<file path="config.mk">
export PLATFORM = sky130hd
export DESIGN_NAME = syscall_sequencer
export DESIGN_NICKNAME = d
export VERILOG_FILES = /design/src/rtl/syscall_pkg.sv /design/src/rtl/hex_ascii.sv /design/src/rtl/syscall_sequencer.sv
export SDC_FILE = /design/constraint.sdc
export NUM_CORES = 1
export LEC_CHECK = 0
export CAP_MARGIN = 10
export CORE_MARGIN = 1.5
export CORE_UTILIZATION = 43
export DETAILED_ROUTE_END_ITERATION = 8
export GPL_ROUTABILITY_DRIVEN = 0
export PLACE_DENSITY_LB_ADDON = 0.15
export SKIP_CTS_REPAIR_TIMING = 1
export SYNTH_ARGS = -nofsm -noshare
export SYNTH_HDL_FRONTEND = slang
export SYNTH_SLANG_ARGS = --single-unit
</file>
<file path="constraint.sdc">
create_clock -name clk -period 2.7 [get_ports clk]
set_clock_uncertainty 0.1 [all_clocks]
set_input_delay 0.54 -clock clk [delete_from_list [all_inputs] [get_ports clk]]
set_output_delay 0.54 -clock clk [all_outputs]
set_load 0.005 [all_outputs]
</file>
<file path="src/rtl/syscall_pkg.sv">
// Shared types and constants for the SYSCALL sequencer: FSM states, service codes, funct field.
package syscall_pkg;

  typedef enum logic [2:0] {
    StIdle,
    StDispatch,
    StHex,
    StChar,
    StStr,
    StDone,
    StHalt
  } state_e;

  localparam logic [31:0] SvcPrintInt  = 32'd1;
  localparam logic [31:0] SvcPrintStr  = 32'd4;
  localparam logic [31:0] SvcExit      = 32'd10;
  localparam logic [31:0] SvcPrintChar = 32'd11;

  localparam logic [5:0] FunctSyscall = 6'h0C;

  // Little-endian byte lane of a memory word.
  function automatic logic [7:0] lane_byte(input logic [31:0] word, input logic [1:0] lane);
    return word[{lane, 3'b000} +: 8];
  endfunction

endpackage

</file>
<file path="src/rtl/hex_ascii.sv">
// Converts one 4-bit nibble to its uppercase ASCII hex digit (0-9, A-F).
module hex_ascii (
  input  logic [3:0] nibble_i,
  output logic [7:0] ascii_o
);

  always_comb begin
    if (nibble_i < 4'd10) begin
      ascii_o = 8'h30 + {4'h0, nibble_i};
    end else begin
      ascii_o = 8'h37 + {4'h0, nibble_i};
    end
  end

endmodule

</file>
<file path="src/rtl/syscall_sequencer.sv">
// SYSCALL service sequencer: print_int (hex), print_char, print_string and exit.
// Define SYSCALL_STRING_EN to enable print_string and the data-memory port.
module syscall_sequencer
  import syscall_pkg::*;
#(
  parameter int unsigned MAX_STR_LEN = 256
) (
  input  logic        clk,
  input  logic        reset,
  input  logic        syscall,
  input  logic [31:0] v0,
  input  logic [31:0] a0,
  output logic [31:0] dmem_addr,
  input  logic [31:0] dmem_rdata,
  output logic        out_valid,
  output logic [7:0]  out_data,
  input  logic        out_ready,
  output logic        stall,
  output logic        halted,
  output logic        bad_syscall
);

  state_e      state_q;
  state_e      st;
  logic [31:0] v0_q;
  logic [31:0] a0_q;
  logic [2:0]  hex_cnt_q;
  logic [4:0]  shamt;
  logic [3:0]  nibble;
  logic [7:0]  hex_char;
  logic        svc_ok;
  logic        xfer;

  // Outputs decode from IDLE while reset is held so nothing leaks out during reset.
  assign st   = reset ? StIdle : state_q;
  assign xfer = out_valid & out_ready;

  assign shamt  = {~hex_cnt_q, 2'b00};
  assign nibble = a0_q[shamt +: 4];

  hex_ascii u_hex_ascii (
    .nibble_i (nibble),
    .ascii_o  (hex_char)
  );

`ifdef SYSCALL_STRING_EN
  localparam int unsigned CntW = $clog2(MAX_STR_LEN + 1);

  logic [31:0]     ptr_q;
  logic [CntW-1:0] str_cnt_q;
  logic [7:0]      str_byte;

  assign str_byte = lane_byte(dmem_rdata, ptr_q[1:0]);
`else
  logic unused_str;
  assign unused_str = ^{dmem_rdata, MAX_STR_LEN};
`endif

  always_comb begin
    case (v0_q)
      SvcPrintInt, SvcPrintChar, SvcExit: svc_ok = 1'b1;
`ifdef SYSCALL_STRING_EN
      SvcPrintStr:                        svc_ok = 1'b1;
`endif
      default:                            svc_ok = 1'b0;
    endcase
  end

  always_ff @(posedge clk) begin
    if (reset) begin
      state_q   <= StIdle;
      v0_q      <= '0;
      a0_q      <= '0;
      hex_cnt_q <= '0;
`ifdef SYSCALL_STRING_EN
      ptr_q     <= '0;
      str_cnt_q <= '0;
`endif
    end else begin
      case (state_q)
        StIdle: begin
          if (syscall) begin
            v0_q    <= v0;
            a0_q    <= a0;
            state_q <= StDispatch;
          end
        end
        StDispatch: begin
          hex_cnt_q <= '0;
`ifdef SYSCALL_STRING_EN
          ptr_q     <= a0_q;
          str_cnt_q <= '0;
`endif
          if (!svc_ok) begin
            state_q <= StDone;
          end else begin
            case (v0_q)
              SvcPrintInt:  state_q <= StHex;
              SvcPrintChar: state_q <= StChar;
              SvcExit:      state_q <= StHalt;
              default:      state_q <= StStr;
            endcase
          end
        end
        StHex: begin
          if (xfer) begin
            hex_cnt_q <= hex_cnt_q + 3'd1;
            if (hex_cnt_q == 3'd7) state_q <= StDone;
          end
        end
        StChar: begin
          if (xfer) state_q <= StDone;
        end
        StStr: begin
`ifdef SYSCALL_STRING_EN
          if (str_byte == 8'h00) begin
            state_q <= StDone;
          end else if (xfer) begin
            ptr_q     <= ptr_q + 32'd1;
            str_cnt_q <= str_cnt_q + 1'b1;
            if (str_cnt_q == CntW'(MAX_STR_LEN - 1)) state_q <= StDone;
          end
`else
          state_q <= StDone;
`endif
        end
        StDone:  state_q <= StIdle;
        StHalt:  state_q <= StHalt;
        default: state_q <= StIdle;
      endcase
    end
  end

  always_comb begin
    out_valid = 1'b0;
    out_data  = 8'h00;
    stall     = 1'b0;
    dmem_addr = 32'h0;
    case (st)
      StIdle:     stall = syscall;
      StDispatch: stall = 1'b1;
      StHex: begin
        stall     = 1'b1;
        out_valid = 1'b1;
        out_data  = hex_char;
      end
      StChar: begin
        stall     = 1'b1;
        out_valid = 1'b1;
        out_data  = a0_q[7:0];
      end
      StStr: begin
        stall     = 1'b1;
`ifdef SYSCALL_STRING_EN
        out_valid = |str_byte;
        out_data  = str_byte;
        dmem_addr = {ptr_q[31:2], 2'b00};
`endif
      end
      StHalt:     stall = 1'b1;
      default:    stall = 1'b0;
    endcase
  end

  assign halted      = (st == StHalt);
  assign bad_syscall = (st == StDispatch) & ~svc_ok;

endmodule

</file>
### After elaboration in Yosys (flattened, before gate mapping)

Cells that the tools add are included.

* add/subtract/negate cells: 3
* magnitude comparators: 1
* equal/unequal tests: 18
* shift-type cells: 1
* multiplexer cells: 15
* bitwise logic cells: 4
* reductions and logical operators: 9

Operators by type and width (number)
* 32-bit by 4-bit == test with 1-bit output (second input constant): 2
* 32-bit by 1-bit == test with 1-bit output (second input constant): 1
* 32-bit by 6-bit variable part select with 4-bit output: 1
* 3-bit two-way mux: 7
* 3-bit case mux with 6 select lines: 1
* 8-bit case mux with 2 select lines: 1
* 3-bit == test (second input constant): 5
* 6-bit by 4-bit adder with 7-bit output (first input constant): 2
* 3-bit by 2-bit == test with 1-bit output (second input constant): 4
* 3-bit case mux with 3 select lines: 1
* 8-bit two-way mux: 1
* 2-bit inequality test (second input constant): 4
* 3-bit by 1-bit == test with 1-bit output (second input constant): 2
* 3-bit logical NOT: 2
* 3-bit case mux with 2 select lines: 1
* 5-bit OR reduction: 1
* 4-bit less-than comparator (second input constant): 1
* 2-bit AND reduction: 2
* 4-bit AND reduction: 1
* 3-bit by 1-bit adder with 3-bit output (second input constant): 1
* 3-bit inverter: 1
* 3-bit OR reduction: 1
* 1-bit bitwise AND: 2
* 1-bit two-way mux: 2
* other kinds (4): 4

* bits in registers: 70
* input bits: 100
* output and inout port bits: 44
* word-level logic and storage cells: 55

### Logic depth before layout (Yosys ltp)

Gate-level depths: netlist of run 1.

* word-level depth: 7
* gate-level depth with buffers: 7
* depth with buffers taken out: 6

### Cells and area by module

From an unflattened synthesis of run 1, not the netlist that was laid out.

* cell total of the unflattened synthesis: 431
* area, all modules: 3462.1 um2

Modules (own cells, without submodules)
* syscall_sequencer: times used 1, cells each 415, area an instance 3357.0 um2, sequential area each 1401.3 um2
* hex_ascii: times used 1, cells each 16, area an instance 105.1 um2, sequential area each 0.0 um2

### Worst setup path before layout of run 1

OpenSTA, ideal clock, no wires.

* path type: reg-to-output
* start: register hex_cnt_q[0]
* end: output out_data[4]
* data arrival time: 1.761 ns
* data required time: 2.060 ns
* slack: 0.299 ns
* stages on the path, launching flop included: 8
* buffers on the path: 1
* cells stage by stage: dfxtp_1 buf_6 mux4_1 mux2i_2 ha_1 o21ai_1 a21oi_1 a21o_1

* word-level cells in the longest chain between the ends: 5
* elaborated cells between the ends (all ways): 7
* those cells by class: add/sub: 2; order compare: 1; shift: 1; mux: 2; bitwise: 1

RTL lines
* from (decl): RTL line syscall_sequencer.sv:27 `logic [2:0] hex_cnt_q;`
* from (signal assigned): RTL line syscall_sequencer.sv:107 `hex_cnt_q <= hex_cnt_q + 3'd1;`
* 3-bit inverter *: RTL line syscall_sequencer.sv:38 `assign shamt = {~hex_cnt_q, 2'b00};`
* 32-bit by 6-bit variable part select with 4-bit output *: RTL line syscall_sequencer.sv:39 `assign nibble = a0_q[shamt +: 4];`
* 6-bit by 4-bit adder with 7-bit output, or another cell as far along: RTL line hex_ascii.sv:11 `ascii_o = 8'h37 + {4'h0, nibble_i};`
* 8-bit two-way mux *: RTL line hex_ascii.sv:8 `if (nibble_i < 4'd10) begin`
* 8-bit case mux with 2 select lines *: RTL line syscall_sequencer.sv:139 `case (st)`
* to (decl): RTL line syscall_sequencer.sv:16 `output logic [7:0] out_data,`

Every way passes the cells marked *; elsewhere a longest branch is shown, timed or not.

### Final worst setup path of run 1

* start: register hex_cnt_q[0]
* end: output out_data[2]

Same word-level chain as after synthesis.

==> results.json, run 1 <==
{
  "run_status": "finished with violations",
  "violations": "setup timing",
  "power.leakage_nw": 1.780,
  "via_count": 3045,
  "cp_max_fo": 6,
  "drtIter0Drc": 126,
  "area_growth_pct": 35.40,
  "cts_tree": "yes",
  "worstSetupPathType": "reg2out",
  "cap_viol_max_count": 0,
  "seqPwrFrac": 0.446,
  "power_density_mw_per_mm2": 586.6,
  "worst_pin_slew_ns": 0.5163,
  "hold_violations": 0,
  "crit_family": "multiplexers",
  "fin_ws_ns": -0.2874,
  "fin_crit_ns": 2.987,
  "num_rows": 32,
  "dieHeight_um": 91.74,
  "n_antenna_cell": 0,
  "final_max_slew_viol_count": 0,
  "hpwl_mm": 5.444,
  "crit_path_cell_trace": "buf_6, mux4_2, buf_4, mux2_4, and4b_1, o21ai_1, nand2_1, clkbuf_2",
  "synth_area_mm2": 0.003386,
  "crit_path_top_delay_cell": "mux4_2",
  "crit_arrival_ns": 2.35,
  "grtUsageTotal": 0.1846,
  "maxSlewHeadroom": 0.6558,
  "switchingPower_uw": 801.7,
  "root_buffer": "clkbuf_8",
  "vias_per_cell": 4.872,
  "p_int_mw": 1.888,
  "clk_latency_ns": 0.34,
  "finalInstanceArea_mm2": 0.004584,
  "synthCells": 422,
  "synthArstFlopShare": 0,
  "total_power_mw": 2.689,
  "fin_crit_sh": 1.106,
  "portBuffers": 79,
  "p_sw_frac": 0.2981,
  "wl_per_cell_um": 12.51,
  "grt_first_pass_wirelength_mm": 12.28,
  "startpoint_type": "flip-flop",
  "antenna_found_initial": 0,
  "drt_wl_total_mm": 7.817,
  "peakVddDrop_mv": 0.3625,
  "met2_length_mm": 3.669,
  "die_x_um": 91.74,
  "multi_input_area_mm2": 0.001783,
  "required_ns": 2.06,
  "setup_viol_count_final": 7,
  "antenna_left": 0,
  "synth_cell_types": 45,
  "core_area_mm2": 0.007687,
  "worstSetupEndpointType": "output port",
  "initial_utilization": 0.4404,
  "hold_path_class": "reg2reg",
  "place_area_mm2": 0.004258,
  "wl_met3_um": 337,
  "seq_area_frac_synth": 0.4139,
  "combPwrFrac": 0.241,
  "drive_gt1_frac": 0.1549,
  "seq_area_mm2": 0.001405,
  "firstDrtPassIters": 4,
  "power_frac_clock": 0.313,
  "m1WireLength_mm": 3.661,
  "cts_buffers": 9,
  "fmax_ghz": 0.3347,
  "topRoutingLayerUsed": "met4",
  "synth_edf_count": 0,
  "drc": 0,
  "fin_setup_tns_ns": -1.545,
  "cts.sinks": 70,
  "grt_max_degree": 53,
  "pre_cts_slack_ns": -0.4745,
  "path_buf_inv": 3,
  "htree_levels": 3,
  "fillers": 721,
  "rsz0062_at_grt": "yes",
  "crit_path_max_incr_delay_ns": 0.51,
  "grt_pass1_vias": 2643,
  "yosysWarnings": 0,
  "synth-seq-cells": 70,
  "hold_slack_ns": 0.3583,
  "synth_top_flop_cell": "dfxtp_1",
  "clk_pin_slew_ns": 0.08,
  "clock_path_buffers": 2,
  "die-area_mm2": 0.008415,
  "grt-ovfl-total": 0,
  "io_pins": 144,
  "nets": 621,
  "avgSynthCellArea_um2": 8.023
}
==> Yosys cell counts (all sizes together), types with 2 or more instances <==
library cell	n	area share
mux2	2	0.0078
nand4	3	0.0055
mux2i	4	0.020
mux4	8	0.055
nor2	13	0.014
ha	3	0.011
dfxtp	70	0.41
and2	2	0.0037
nand2b	6	0.011
nor3	4	0.0059
clkbuf	18	0.020
a21oi	72	0.11
nor2b	3	0.0055
nand2	136	0.15
nand3b	2	0.0044
o21ai	7	0.010
a22o	2	0.0052
buf	42	0.092
nor4	6	0.011
a2111oi	2	0.0052
==> cell type report <==
type                       instances  share of cell area
clock inverter                     6             0.01528
timing repair buffer             114              0.2336
multi-input combinational        323              0.3889
tap                              102             0.02784
sequential                        70              0.3065
clock buffer                      10             0.02784
==> sequential cells by signal, indices dropped and copies added, names as in the netlist <==
register   cells
a0_q          32
v0_q          32
hex_cnt_q      3
state_q        3
==> power groups by stage <==
stage	logic (mW)	registers (mW)	clock network (mW)
after CTS	0.598	1.20	0.862
after global routing	0.726	1.21	0.904
after floorplan	0.409	1.19	0
final	0.648	1.20	0.841
after global placement	0.585	1.22	0
after detailed placement	0.596	1.22	0
==> worst min-delay path, cell delays in order (launching register included) <==
cell     delay, ns
dfxtp_1       0.31
nand2_1       0.05
a21oi_1       0.05
==> per-stage QoR <==
stage / utilization / std cells
finish: 0.5964 / 625
global route: 0.5964 / 625
CTS: 0.5796 / 617
detailed placement: 0.5539 / 601
global placement: 0.5539 / 601
floorplan: - / 453
==> cell families after synthesis <==
| kind of cell | share of synthesized area |
|---|---|
| AOI/OAI and AO/OA | 0.1456 |
| xor gates and xnor gates | 0.002587 |
| adders and majority gates | 0.01109 |
| buffers and inverters | 0.1120 |
| DFF | 0.4139 |
| muxes | 0.08351 |
| other | 0.001108 |
| and+or+nand+nor | 0.2302 |
==> final timing paths <==
kind,slack [ns],cells past startpoint,endpoint,from
hold / removal,0.36,2,a0_q[9],a0_q[9]
hold reg to reg,0.36,2,a0_q[9],a0_q[9]
setup reg to reg,0.79,6,state_q[1],v0_q[23]
setup / recovery,-0.29,8,out_data[2],hex_cnt_q[0]
==> cell usage in the layout (no fill, tap or decap), drive strengths merged, types with 4 or more instances in the layout <==
master         instances
a21oi                 72
nor4                   6
nand2b                 6
nor3                   4
mux2i                  4
conb                  32
dfxtp                 70
nand2                136
o21ai                  7
clkbuf                12
nor2                  13
clkdlybuf4s50         70
buf                   39
mux4                   8
==> per-layer routing <==
metal | vias up | GRT usage
met1 | 1404 | 0.2522
li1 | 1554 | -
met5 | - | 0
met2 | 77 | 0.2836
met3 | 10 | 0.03068
met4 | 0 | 0.08846
(Power assumes the default switching activity.)
==> run 2, diff against run 1 <==
- clock period: 2.7 -> 2.95 ns (I/O delays scaled with it)
==> run 2 against run 1 <==
The run still ends with setup timing left. Utilization decreased by 2.2 points. First-iteration DRC count is 7.1% lower. Register-to-register slack better by 0.29 ns. Final cell count shrank 2.6%. Flip-flop and latch count unchanged. Via count down 2.5%. Combinational power fell by 20%. Critical endpoint is now out_data[4].
==> results.json, run 2 (same netlist as run 1, synthesis figures left out) <==
{
  "grt_max_degree": 76,
  "via_count": 2969,
  "nets": 605,
  "antenna_found_initial": 0,
  "m1WireLength_mm": 3.597,
  "combPwrFrac": 0.227,
  "grtUsageTotal": 0.1755,
  "hold_violations": 0,
  "peakVddDrop_mv": 0.2933,
  "p_int_mw": 1.613,
  "worstSetupEndpointType": "output port",
  "fin_crit_ns": 2.965,
  "grt_pass1_vias": 2586,
  "n_antenna_cell": 0,
  "dieHeight_um": 91.74,
  "clock_path_buffers": 2,
  "vias_per_cell": 4.875,
  "worstSetupPathType": "reg2out",
  "hold_path_class": "reg2reg",
  "clk_pin_slew_ns": 0.07,
  "topRoutingLayerUsed": "met4",
  "grt-ovfl-total": 0,
  "hold_start": "a0_q[25]",
  "num_rows": 32,
  "hpwl_mm": 5.289,
  "final_cell_mix": "nand2_1 (136), a21oi_1 (71), clkdlybuf4s50_1 (71), dfxtp_1 (68), conb_1 (32)",
  "required_ns": 2.26,
  "final_max_slew_viol_count": 0,
  "clk_latency_ns": 0.33,
  "fin_crit_sh": 1.005,
  "crit_path_max_incr_delay_ns": 0.52,
  "r2r_slack_ns": 1.08,
  "crit_arrival_ns": 2.27,
  "antenna_left": 0,
  "cp_common_cell": "buf_6",
  "drt_wl_total_mm": 7.516,
  "drive_gt1_frac": 0.1144,
  "crit_path_cell_trace": "buf_6, mux4_2, mux2i_4, ha_4, buf_6, o21ai_2, a21oi_1, a21o_1, dlymetal6s2s_1",
  "fmax_ghz": 0.3373,
  "initial_utilization": 0.4404,
  "r2r_end": "state_q[1]",
  "wl_met3_um": 300,
  "worst_pin_slew_ns": 0.5375,
  "maxSlewHeadroom": 0.6417,
  "crit_path_top_delay_cell": "mux4_2",
  "power.leakage_nw": 1.715,
  "grt_first_pass_wirelength_mm": 11.75,
  "utilization": 0.5745,
  "core_area_mm2": 0.007687,
  "io_pins": 144,
  "drtIter0Drc": 117,
  "cp_max_fo": 5,
  "startpoint_type": "flip-flop",
  "drc": 0,
  "hold_slack_ns": 0.3547,
  "cts_tree": "yes",
  "cp-endpoint": "out_data[4]",
  "die_x_um": 91.74,
  "cts_buffers": 9,
  "p_sw_frac": 0.2969,
  "fin_ws_ns": -0.01492,
  "die-area_mm2": 0.008415,
  "wl_per_cell_um": 12.34,
  "rr_worst_depth": 5,
  "htree_levels": 3,
  "rsz0062_at_grt": "yes",
  "setup_viol_count_final": 2,
  "worstReg2RegStart": "v0_q[11]",
  "cts.sinks": 70,
  "seqPwrFrac": 0.484,
  "cap_viol_max_count": 0,
  "area_growth_pct": 30.45,
  "violations": "setup timing",
  "switchingPower_uw": 681.3,
  "power_density_mw_per_mm2": 519.6,
  "root_buffer": "clkbuf_8",
  "run_status": "finished with violations",
  "startpoint": "hex_cnt_q[0]",
  "power_frac_clock": 0.289,
  "portBuffers": 79,
  "met2_length_mm": 3.525,
  "final_common_cell": "nand2_1",
  "firstDrtPassIters": 4,
  "reg_top3": "a0_q: 32 flops, v0_q: 32 flops"
}
==> run 2: changes by cell type in the layout (fill, tap and decap cells not counted), moves of 2 or more <==
cell        delta
nor4_2         -3
o21ai_1        -2
buf_4         -15
clkinvlp_4     -2
buf_2          -2
nor4_1         +3
clkinv_2       +3
==> run 2: critical path, delay by kind of cell, from the launching register on <==
kind                       cells  cell delay (ns)
AOI/OAI and AO/OA              3             0.29
DFF                            1             0.39
adders and majority gates      1             0.18
buffers and inverters          3             0.34
muxes                          2             0.73
==> run 2: per-stage QoR <==
| stage | power [mW] | setup slack [ns] | setup TNS [ns] | cell area (um^2) | cells |
|---|---|---|---|---|---|
| 4_1_cts | 2.293 | -0.6783 | -4.445 | 4328 | 604 |
| 2_1_floorplan | 1.467 | 0.4994 | 0 | 3502 | 453 |
| 6_report | 2.295 | -0.01492 | -0.02284 | 4417 | 609 |
| 3_3_place_gp | 1.620 | -0.2934 | -1.741 | 4160 | 588 |
| 5_1_grt | 2.426 | -0.1160 | -0.5131 | 4417 | 609 |
| 3_5_place_dp | 1.631 | -0.3081 | -1.822 | 4160 | 588 |
==> run 2: layout make-up <==
class | count | area, um^2
Timing Repair Buffer | 98 | 950.9
Clock buffer | 12 | 145.1
Tap cell | 102 | 127.6
Sequential cell | 70 | 1406
Fill cell | 742 | 3271
Clock inverter | 4 | 22.52
Multi-Input combinational cell | 323 | 1764
==> run 2: worst min-delay path by stage <==
stage                     endpoint  slack, ns  cells after the start
final                     a0_q[25]       0.35                      2
after global routing       v0_q[5]       0.38                      2
after CTS                 a0_q[26]       0.36                      2
after detailed placement  a0_q[26]       0.35                      2
after global placement    a0_q[25]       0.34                      2
after floorplan           a0_q[24]       0.33                      2
==> run 2: routing by layer <==
layer,up-vias,track usage
met2,70,0.2867
met3,7,0.03731
met5,-,0
met1,1376,0.2267
li1,1516,-
met4,0,0.06923
==> run 2: power groups by stage <==
| stage | Clock [mW] | Sequential, mW | Combinational (mW) |
|---|---|---|---|
| floorplan | 0 | 1.09 | 0.374 |
| global placement | 0 | 1.13 | 0.492 |
| detailed placement | 0 | 1.13 | 0.500 |
| CTS | 0.681 | 1.11 | 0.502 |
| global route | 0.719 | 1.12 | 0.584 |
| finish | 0.664 | 1.11 | 0.520 |
==> run 3, diff against run 2 <==
- CELL_PAD_IN_SITES_DETAIL_PLACEMENT: not set -> 2
- CELL_PAD_IN_SITES_GLOBAL_PLACEMENT: not set -> 2
- CORE_UTILIZATION: 43 -> 23
==> run 3 against run 2 <==
The run still ends with setup timing left. Critical path type unchanged. Global-route usage decreased by 3.8 points. Combinational power increased by 16%. Via count increased by 5.7%. Setup slack got worse by 0.078 ns. Clock-buffer cell count increased by 2.
==> results.json, run 3 (same netlist as run 1, synthesis figures left out) <==
{
  "final_cell_mix": "nand2_1 (136), clkdlybuf4s50_1 (71), a21oi_1 (69), dfxtp_1 (69), conb_1 (32)",
  "portBuffers": 79,
  "path_buf_inv": 3,
  "combPwrFrac": 0.211,
  "fin_crit_ns": 3.043,
  "worstSetupEndpointType": "output port",
  "crit_path_max_incr_delay_ns": 0.54,
  "startpoint_type": "flip-flop",
  "place_area_mm2": 0.004345,
  "fin_crit_sh": 1.032,
  "run_status": "finished with violations",
  "core_area_mm2": 0.01448,
  "area_growth_pct": 41.65,
  "die_x_um": 124.3,
  "p_int_mw": 2.050,
  "cp_max_fo": 8,
  "drt_wl_total_mm": 10.66,
  "setup_viol_count_final": 5,
  "grt_first_pass_wirelength_mm": 16.70,
  "firstDrtPassIters": 4,
  "drtIter0Drc": 105,
  "dieHeight_um": 124.3,
  "final_max_slew_viol_count": 0,
  "cts_buffers": 9,
  "grt_max_degree": 47,
  "clk_pin_slew_ns": 0.06,
  "switchingPower_uw": 806.0,
  "hpwl_mm": 7.635,
  "htree_levels": 3,
  "rr_worst_depth": 5,
  "fmax_ghz": 0.3286,
  "rsz0062_at_grt": "yes",
  "required_ns": 2.26,
  "vias_per_cell": 4.437,
  "initial_utilization": 0.2338,
  "clk_latency_ns": 0.34,
  "num_rows": 44,
  "finalInstanceArea_mm2": 0.004796,
  "grt_pass1_vias": 3298,
  "worstSetupPathType": "reg2out",
  "root_buffer": "clkbuf_16",
  "antenna_left": 0,
  "power_frac_clock": 0.401,
  "power.leakage_nw": 1.838,
  "power_density_mw_per_mm2": 595.5,
  "grtUsageTotal": 0.1374,
  "crit_arrival_ns": 2.35,
  "fin_ws_ns": -0.09295,
  "peakVddDrop_mv": 0.2781,
  "io_pins": 144,
  "crit_cells": 9,
  "hold_path_class": "reg2reg",
  "die-area_mm2": 0.01546,
  "cts.sinks": 70,
  "fin_setup_tns_ns": -0.1762,
  "worstHoldPathCells": 2,
  "antenna_found_initial": 0,
  "crit_path_top_delay_cell": "mux4_2",
  "p_sw_frac": 0.2822,
  "reg_top3": "a0_q: 32 flops, v0_q: 32 flops",
  "nets": 621,
  "cap_viol_max_count": 0,
  "drive_gt1_frac": 0.1472,
  "via_count": 3137,
  "clock_path_buffers": 2,
  "hold_slack_ns": 0.3577,
  "violations": "setup timing",
  "final_common_cell": "nand2_1",
  "hold_violations": 0,
  "wl_per_cell_um": 15.08,
  "drc": 0,
  "crit_path_cell_trace": "buf_6, mux4_2, mux2i_4, ha_4, buf_4, a21oi_2, o21ai_2, nand2_1, buf_2",
  "seqPwrFrac": 0.388,
  "crit_family": "multiplexers",
  "cts_tree": "yes",
  "n_antenna_cell": 0,
  "grt-ovfl-total": 0
}
-- run 3: final cells by class --
class                      instances  area, um^2
sequential                        70        1405
timing repair buffer             114        1067
clock buffer                      14       274.0
fill                            1672        9683
tap                              184       230.2
clock inverter                     2       38.79
multi-input combinational        323        1780
-- run 3: final timing paths --
check	to	start	slack, ns
worst max-delay path	out_data[2]	hex_cnt_q[0]	-0.09
worst min register to register	v0_q[12]	v0_q[12]	0.36
worst min-delay path	v0_q[12]	v0_q[12]	0.36
worst max register to register	a0_q[13]	state_q[2]	1.06
-- run 3: per-layer routing --
metal,track usage,part of all wire,vias to the layer above,routed length (um)
met4,0.04665,0.014,0,144
met1,0.1633,0.45,1509,4746
li1,-,-,1548,-
met2,0.2327,0.50,69,5334
met3,0.04510,0.041,11,435
met5,0,0,-,0
-- run 3: stage by stage --
step             util  cells  worst slack (ns)  total power [mW]
4_1_cts        0.3217    697           -0.8037             2.863
5_1_grt        0.3312    707           -0.2053             3.014
6_report       0.3312    707          -0.09295             2.856
3_5_place_dp   0.3001    681           -0.3995             1.693
3_3_place_gp   0.3001    681           -0.3327             1.670
2_1_floorplan       -    453            0.4994             1.467
-- run 3: tightest hold or removal path, stage by stage, from the launching register on --
cell,delay [ns]
dfxtp_1,0.31
nand2_1,0.05
a21oi_1,0.05
-- run 3: power by group through the flow --
stage          Combinational [mW]  Sequential (mW)  Clock, mW
2_1_floorplan               0.374             1.09          0
3_3_place_gp                0.548             1.12          0
3_5_place_dp                0.567             1.13          0
4_1_cts                     0.571             1.11       1.19
5_1_grt                     0.675             1.12       1.22
6_report                    0.603             1.11       1.15
